$ cat src/rtl/mean_pkg.sv
// Shared constants for the window-statistics blocks (mean, variance).
package mean_pkg;

    localparam int PIXEL_W  = 8;
    localparam int WS_I_DEF = 8;
    localparam int WS_J_DEF = 8;

    // Number of bits needed to index n items; clog2(1) = 0.
    function automatic int clog2(input int n);
        int r;
        r = 0;
        for (int i = 0; i < 31; i++) begin
            if ((1 << i) < n) r = i + 1;
        end
        return r;
    endfunction

endpackage

$ cat src/rtl/adder_tree_stage.sv
// One registered level of the pairwise adder tree: IN_CNT operands of IN_W bits
// become IN_CNT/2 sums of IN_W+1 bits, so no level can overflow.
module adder_tree_stage #(
    parameter int IN_CNT = 2,
    parameter int IN_W   = 8
) (
    input  logic                               clk,
    input  logic [IN_CNT*IN_W-1:0]             operands_i,
    output logic [(IN_CNT/2)*(IN_W+1)-1:0]     sums_o
);

    localparam int OUT_CNT = IN_CNT / 2;
    localparam int OUT_W   = IN_W + 1;

    logic [OUT_CNT*OUT_W-1:0] sums_d, sums_q;

    // Add neighbouring operand pairs, zero-extended to the widened result.
    always_comb begin
        sums_d = '0;
        for (int k = 0; k < OUT_CNT; k++) begin
            sums_d[k*OUT_W +: OUT_W] = OUT_W'(operands_i[(2*k)*IN_W +: IN_W])
                                     + OUT_W'(operands_i[(2*k+1)*IN_W +: IN_W]);
        end
    end

    // Data-only register; qualification travels in the parent's valid pipe.
    always_ff @(posedge clk) begin
        sums_q <= sums_d;
    end

    assign sums_o = sums_q;

endmodule

$ cat src/rtl/mean.sv
// Pipelined window mean: input register, clog2(N) adder-tree levels, then a
// divide/output register. One window per cycle, latency clog2(N)+2.
module mean
    import mean_pkg::*;
#(
    parameter int WS_I    = mean_pkg::WS_I_DEF,
    parameter int WS_J    = mean_pkg::WS_J_DEF,
    parameter int PIXEL_W = mean_pkg::PIXEL_W
) (
    input  logic                          clk,
    input  logic                          rst,
    input  logic [WS_I*WS_J*PIXEL_W-1:0]  values,
    input  logic                          input_valid,
    output logic [PIXEL_W-1:0]            mean_value,
    output logic                          output_valid
);

    localparam int N      = WS_I * WS_J;
    localparam int LEVELS = clog2(N);
    localparam int M      = 1 << LEVELS;      // operand count padded to a power of two
    localparam int SUM_W  = PIXEL_W + LEVELS;
    localparam int STAGES = LEVELS + 1;       // valid bits: input reg, tree levels, output reg

    logic [M*PIXEL_W-1:0] win_d, win_q;
    logic [STAGES:0]      vld_pipe_q;
    logic [SUM_W-1:0]     sum_last;
    logic [PIXEL_W-1:0]   quot;
    logic [PIXEL_W-1:0]   mean_d, mean_q;

    // Pad a non-power-of-two window with zero pixels so the tree stays balanced.
    always_comb begin
        win_d = '0;
        win_d[N*PIXEL_W-1:0] = values;
    end

    // Stage 0 input register (data only).
    always_ff @(posedge clk) begin
        win_q <= win_d;
    end

    // Valid bit shifts alongside the data; reset drops everything in flight.
    always_ff @(posedge clk) begin
        if (!rst) begin
            vld_pipe_q <= '0;
        end else begin
            vld_pipe_q <= {vld_pipe_q[STAGES-1:0], input_valid};
        end
    end

    if (LEVELS == 0) begin : g_single
        assign sum_last = win_q;
    end else begin : g_tree
        for (genvar l = 0; l < LEVELS; l++) begin : g_lvl
            localparam int IN_CNT = M >> l;
            localparam int IN_W   = PIXEL_W + l;

            logic [IN_CNT*IN_W-1:0]         ops;
            logic [(IN_CNT/2)*(IN_W+1)-1:0] sums;

            if (l == 0) begin : g_first
                assign ops = win_q;
            end else begin : g_next
                assign ops = g_lvl[l-1].sums;
            end

            adder_tree_stage #(
                .IN_CNT (IN_CNT),
                .IN_W   (IN_W)
            ) u_stage (
                .clk        (clk),
                .operands_i (ops),
                .sums_o     (sums)
            );
        end
        assign sum_last = g_lvl[LEVELS-1].sums;
    end

    // Power-of-two windows divide by shifting; others use a truncating constant divide.
    if (M == N) begin : g_shift
        assign quot = PIXEL_W'(sum_last >> LEVELS);
    end else begin : g_div
        assign quot = PIXEL_W'(sum_last / SUM_W'(N));
    end

    // Load a new mean only for a valid sum; otherwise hold the last result.
    always_comb begin
        mean_d = mean_q;
        if (vld_pipe_q[LEVELS]) mean_d = quot;
    end

    // Output register, cleared by reset.
    always_ff @(posedge clk) begin
        if (!rst) begin
            mean_q <= '0;
        end else begin
            mean_q <= mean_d;
        end
    end

    assign mean_value   = mean_q;
    assign output_valid = vld_pipe_q[STAGES];

endmodule

$ cat config.mk
export PLATFORM = sky130hd
export DESIGN_NAME = mean
export DESIGN_NICKNAME = d
export VERILOG_FILES = /design/src/rtl/mean_pkg.sv /design/src/rtl/adder_tree_stage.sv /design/src/rtl/mean.sv
export SDC_FILE = /design/constraint.sdc
export NUM_CORES = 2
export LEC_CHECK = 0
export ABC_AREA = 0
export CAP_MARGIN = 20
export CORE_UTILIZATION = 31
export DETAILED_ROUTE_END_ITERATION = 6
export GPL_ROUTABILITY_DRIVEN = 1
export PLACE_DENSITY = 0.45
export SLEW_MARGIN = 20
export SYNTH_ARGS = -nofsm -noshare
export SYNTH_HDL_FRONTEND = slang
export SYNTH_SLANG_ARGS = --single-unit
$ cat constraint.sdc
create_clock -name clk -period 3.8 [get_ports clk]
set_input_delay 0.76 -clock clk [delete_from_list [all_inputs] [get_ports clk]]
set_output_delay 0.76 -clock clk [all_outputs]
set_load 0.02 [all_outputs]
==> flow_summary.rst <==
.. list-table::
   :header-rows: 1

   * - Metric
     - Value
   * - Status
     - completed
   * - Worst setup EP type
     - primary output
   * - RSZ-0062 raised after global routing
     - no
   * - Die boundary height
     - approximately 380 um
   * - Delay of the slowest cell on the worst path
     - between 0.7 and 0.8 ns
   * - Ratio of total power to cell area
     - approximately 800 nW/um^2
   * - Final count of hold timing violations
     - 0
   * - Number of search-and-repair iterations in the first detailed-routing pass
     - 4
   * - Count of flip-flops with a built-in enable after synthesis
     - 0
   * - Post-CTS sizing
     - 0
   * - Vias after detailed routing
     - 27,100
   * - Clock buffer count from CTS
     - roughly 140
   * - HP Start
     - vld_pipe_q[5]$_SDFF_PN0_
   * - Category of cells accounting for the largest share of critical-path delay
     - buffers and inverters
   * - HPWL reported at the end of detailed placement
     - about 74,000 um
   * - Endpoint of the lowest-slack register-to-register path
     - g_tree.g_lvl[2].u_stage.sums_o[43]$_DFF_P_
   * - Slew at the pin closest to its max-slew limit
     - 0.612 ns
   * - Slack of the worst reg-to-reg path
     - about 1.7 ns
   * - Effective utilization at floorplan
     - 31.3%
   * - Count of unique library cells instantiated by Yosys
     - 48
   * - Cell area after synthesis
     - ~43,000 um^2
   * - Post-synthesis instance total
     - 3,773
   * - Clock Tree Buf Depth
     - 3
   * - Slowest CP cell
     - clkdlybuf4s50_1
   * - Worst vdd rail ir drop
     - approximately 0.34 mV
   * - Number of max-cap violations
     - 0
   * - Required @ worst endpoint
     - 3.04 ns
   * - Largest net degree at the start of global routing
     - 17
   * - Post-placement setup slack
     - 1.63 ns
   * - R2R Path Start
     - g_tree.g_lvl[1].u_stage.sums_o[70]$_DFF_P_
   * - Fin crit share
     - between 60% and 70%
   * - Synth top area cells
     - dfxtp_1 53%, ha_1 16%, xnor2_1 6.1%
   * - Worst path bufs/invs
     - 1
   * - Post-synthesis sequential element count
     - between 1,000 and 1,500
   * - Fraction of final layout cells with drive strength greater than 1
     - 5.36%
   * - End point of the worst hold path
     - vld_pipe_q[6]$_SDFF_PN0_
   * - Biggest area consumer among synthesized cells
     - dfxtp_1
   * - Number of cells on the worst reg-to-reg path
     - 9
   * - Minimum setup slack in the final design
     - 1.18 ns
   * - Iteration-0 DRC Markers
     - roughly 820
   * - Layout Cells excl Fill
     - 6,332
   * - Post-Place Cells
     - 6,088
   * - Overall fraction of global-route tracks in use
     - 13.5%
   * - Synthesized Nets
     - 4,910
   * - Overall power
     - 44.6 mW
   * - Overall die width
     - 375 um
   * - Sum of routed wire length over all layers
     - 94,500 um
   * - Total of buffers placed on input and output ports
     - ~520
   * - Yosys synthesis warning count
     - 0
   * - Levels on crit path
     - 1
   * - Routability Congestion
     - 0.779
   * - First-pass GRT wire length
     - ~150,000 um
   * - Count of pins on the block boundary
     - approximately 520
   * - Highest-count cells in the layout ignoring fill and taps
     - 1,146 x dfxtp_1, 560 x ha_1, 523 x clkdlybuf4s50_1, 302 x xnor2_1, 246 x a21oi_1
   * - Fraction of synthesis flops using an asynchronous set or reset pin
     - 0%
   * - CTS sink count
     - 1,146
   * - Largest fanout on the critical path
     - 2
   * - Row Count
     - approximately 140
   * - Post-layout net count
     - 5,569
   * - Fin. max-slew vios
     - 0
   * - Hold-critical path depth
     - 1
   * - Number of post-CTS setup repair buffers
     - 0
   * - Crit-path cells
     - clkdlybuf4s50_1
   * - Final min period
     - 2.62 ns
   * - # DRC
     - 0
   * - Core ar.
     - 138,000 um^2
   * - Cts-stage hold buffer count
     - 0
   * - Clock transition at the register clock pins on the worst setup and hold paths after CTS
     - roughly 0.050 ns
   * - Post-synthesis average cell area
     - 11.4 um^2
   * - Fraction of the yosys area taken by sequential cells
     - 53.1%
   * - Synth top area share
     - 53.1%
   * - Number of global-route vias before repair
     - 28,400
   * - Signal arrival time at the worst endpoint
     - 1.86 ns
   * - Class of the tightest hold or removal check
     - flip-flop to flip-flop
   * - Worst Setup Path Type
     - flip-flop to primary output
   * - Antenna-violating nets left
     - 0
   * - Leading cell type in the layout, fill and taps excluded
     - dfxtp_1
   * - Commonest register cell after synthesis
     - dfxtp_1
   * - Maximum achievable frequency
     - between 0.3 and 0.4 GHz
   * - Average wire length per cell after detail routing
     - about 15 um
   * - Source-to-sink clock delay at the later pin of the worst-skew pair
     - 0.76 ns
   * - Leakage power summed over all cells
     - 24.0 nW
   * - Root Driver
     - clkbuf_16
   * - CTS H-tree lvls
     - 4
   * - Antenna violations before repair
     - 5
   * - Total congestion overflow after global routing
     - 0
   * - Max-slew headroom at the worst pin
     - around three fifths
   * - Critical Path Start Type
     - flip-flop
   * - Final setup violation count
     - 0
   * - Final Skew
     - roughly 0.021 ns
   * - First element of the critical path
     - mean_value[0]$_SDFFE_PN0P_
   * - Setup TNS
     - 0 ns
   * - TritonCTS clock tree
     - done
   * - Average via count per standard cell
     - 4.27
   * - Area growth from synthesis to layout
     - 28.0%
   * - Area of the die
     - 141,000 um^2
flip-flops by register name, indices dropped and copies added, names as in the netlist:
register,count
g_tree.g_lvl.u_stage.sums_o,618
g_tree.g_lvl.ops,512
mean_value,8
vld_pipe_q,8
cell families after synthesis:
logic type	after synthesis	synth area share (%)
compound gates	757	11.1
simple gates	666	6.99
buf+inv	183	1.59
mux	10	0.232
fa+ha+maj	622	19.1
xor+xnor	389	7.89
flops	1146	53.1
cells in the mapped netlist, drive strengths merged (2+ instances only):
master,number
a2111oi,6
a211o,2
a211oi,6
a21boi,24
a21o,121
a21oi,251
a31o,4
a31oi,12
and2,8
and2b,2
and3,3
clkbuf,2
dfxtp,1146
fa,62
ha,560
inv,181
mux2i,10
nand2,191
nand2b,24
nand3,7
nand4,5
nor2,210
nor2b,73
nor3,115
nor4,25
o2111ai,15
o211ai,6
o21a,36
o21ai,182
o21bai,47
o2bb2ai,6
o41ai,37
or4,2
xnor2,302
xor2,87
power by group:
| part | switching [mW] | internal [mW] | total, mW | leakage [nW] |
|---|---|---|---|---|
| logic | 7.86 | 7.26 | 15.1 | 12.1 |
| registers | 1.36 | 15.0 | 16.3 | 9.66 |
| clock network | 5.18 | 8.00 | 13.2 | 2.28 |
per-stage QoR:
step / area (um^2) / hold slack (ns) / utilization, %
after floorplan: 43200 / 0.406 / -
final: 55300 / 0.420 / 40.1
after detailed placement: 50700 / 0.412 / 36.8
after global placement: 50700 / 0.412 / 36.8
after CTS: 55300 / 0.360 / 40.1
after global routing: 55300 / 0.381 / 40.1
area by class of cell:
type	count	area, um^2
fillers	13300	82600
well taps	1794	2240
diodes	1	2.50
multi-input cells	2444	19600
repair buffers	523	5240
inverters	181	679
flip-flops and latches	1146	22900
clock inverters	58	744
clock buffers	185	3870
how the worst max path moves through the flow:
stage / endpoint / slack (ns)
after detailed placement: g_tree.g_lvl[2].u_stage.sums_o[43]$_DFF_P_ / 1.63
after floorplan: g_tree.g_lvl[4].u_stage.sums_o[10]$_DFF_P_ / 1.85
after global routing: mean_value[2] / 1.09
after CTS: mean_value[2] / 1.13
final: mean_value[0] / 1.18
after global placement: g_tree.g_lvl[2].u_stage.sums_o[43]$_DFF_P_ / 1.68
per-layer routing:
layer / part of all wire [%] / track usage, % / wire (um)
met3: 4.7 / 3.37 / 4480
met4: 2.7 / 4.77 / 2580
met2: 45 / 21.7 / 42500
met5: 0.022 / 0 / 21
met1: 48 / 17.5 / 44900
Note: power is estimated with default switching activity, not from simulation.
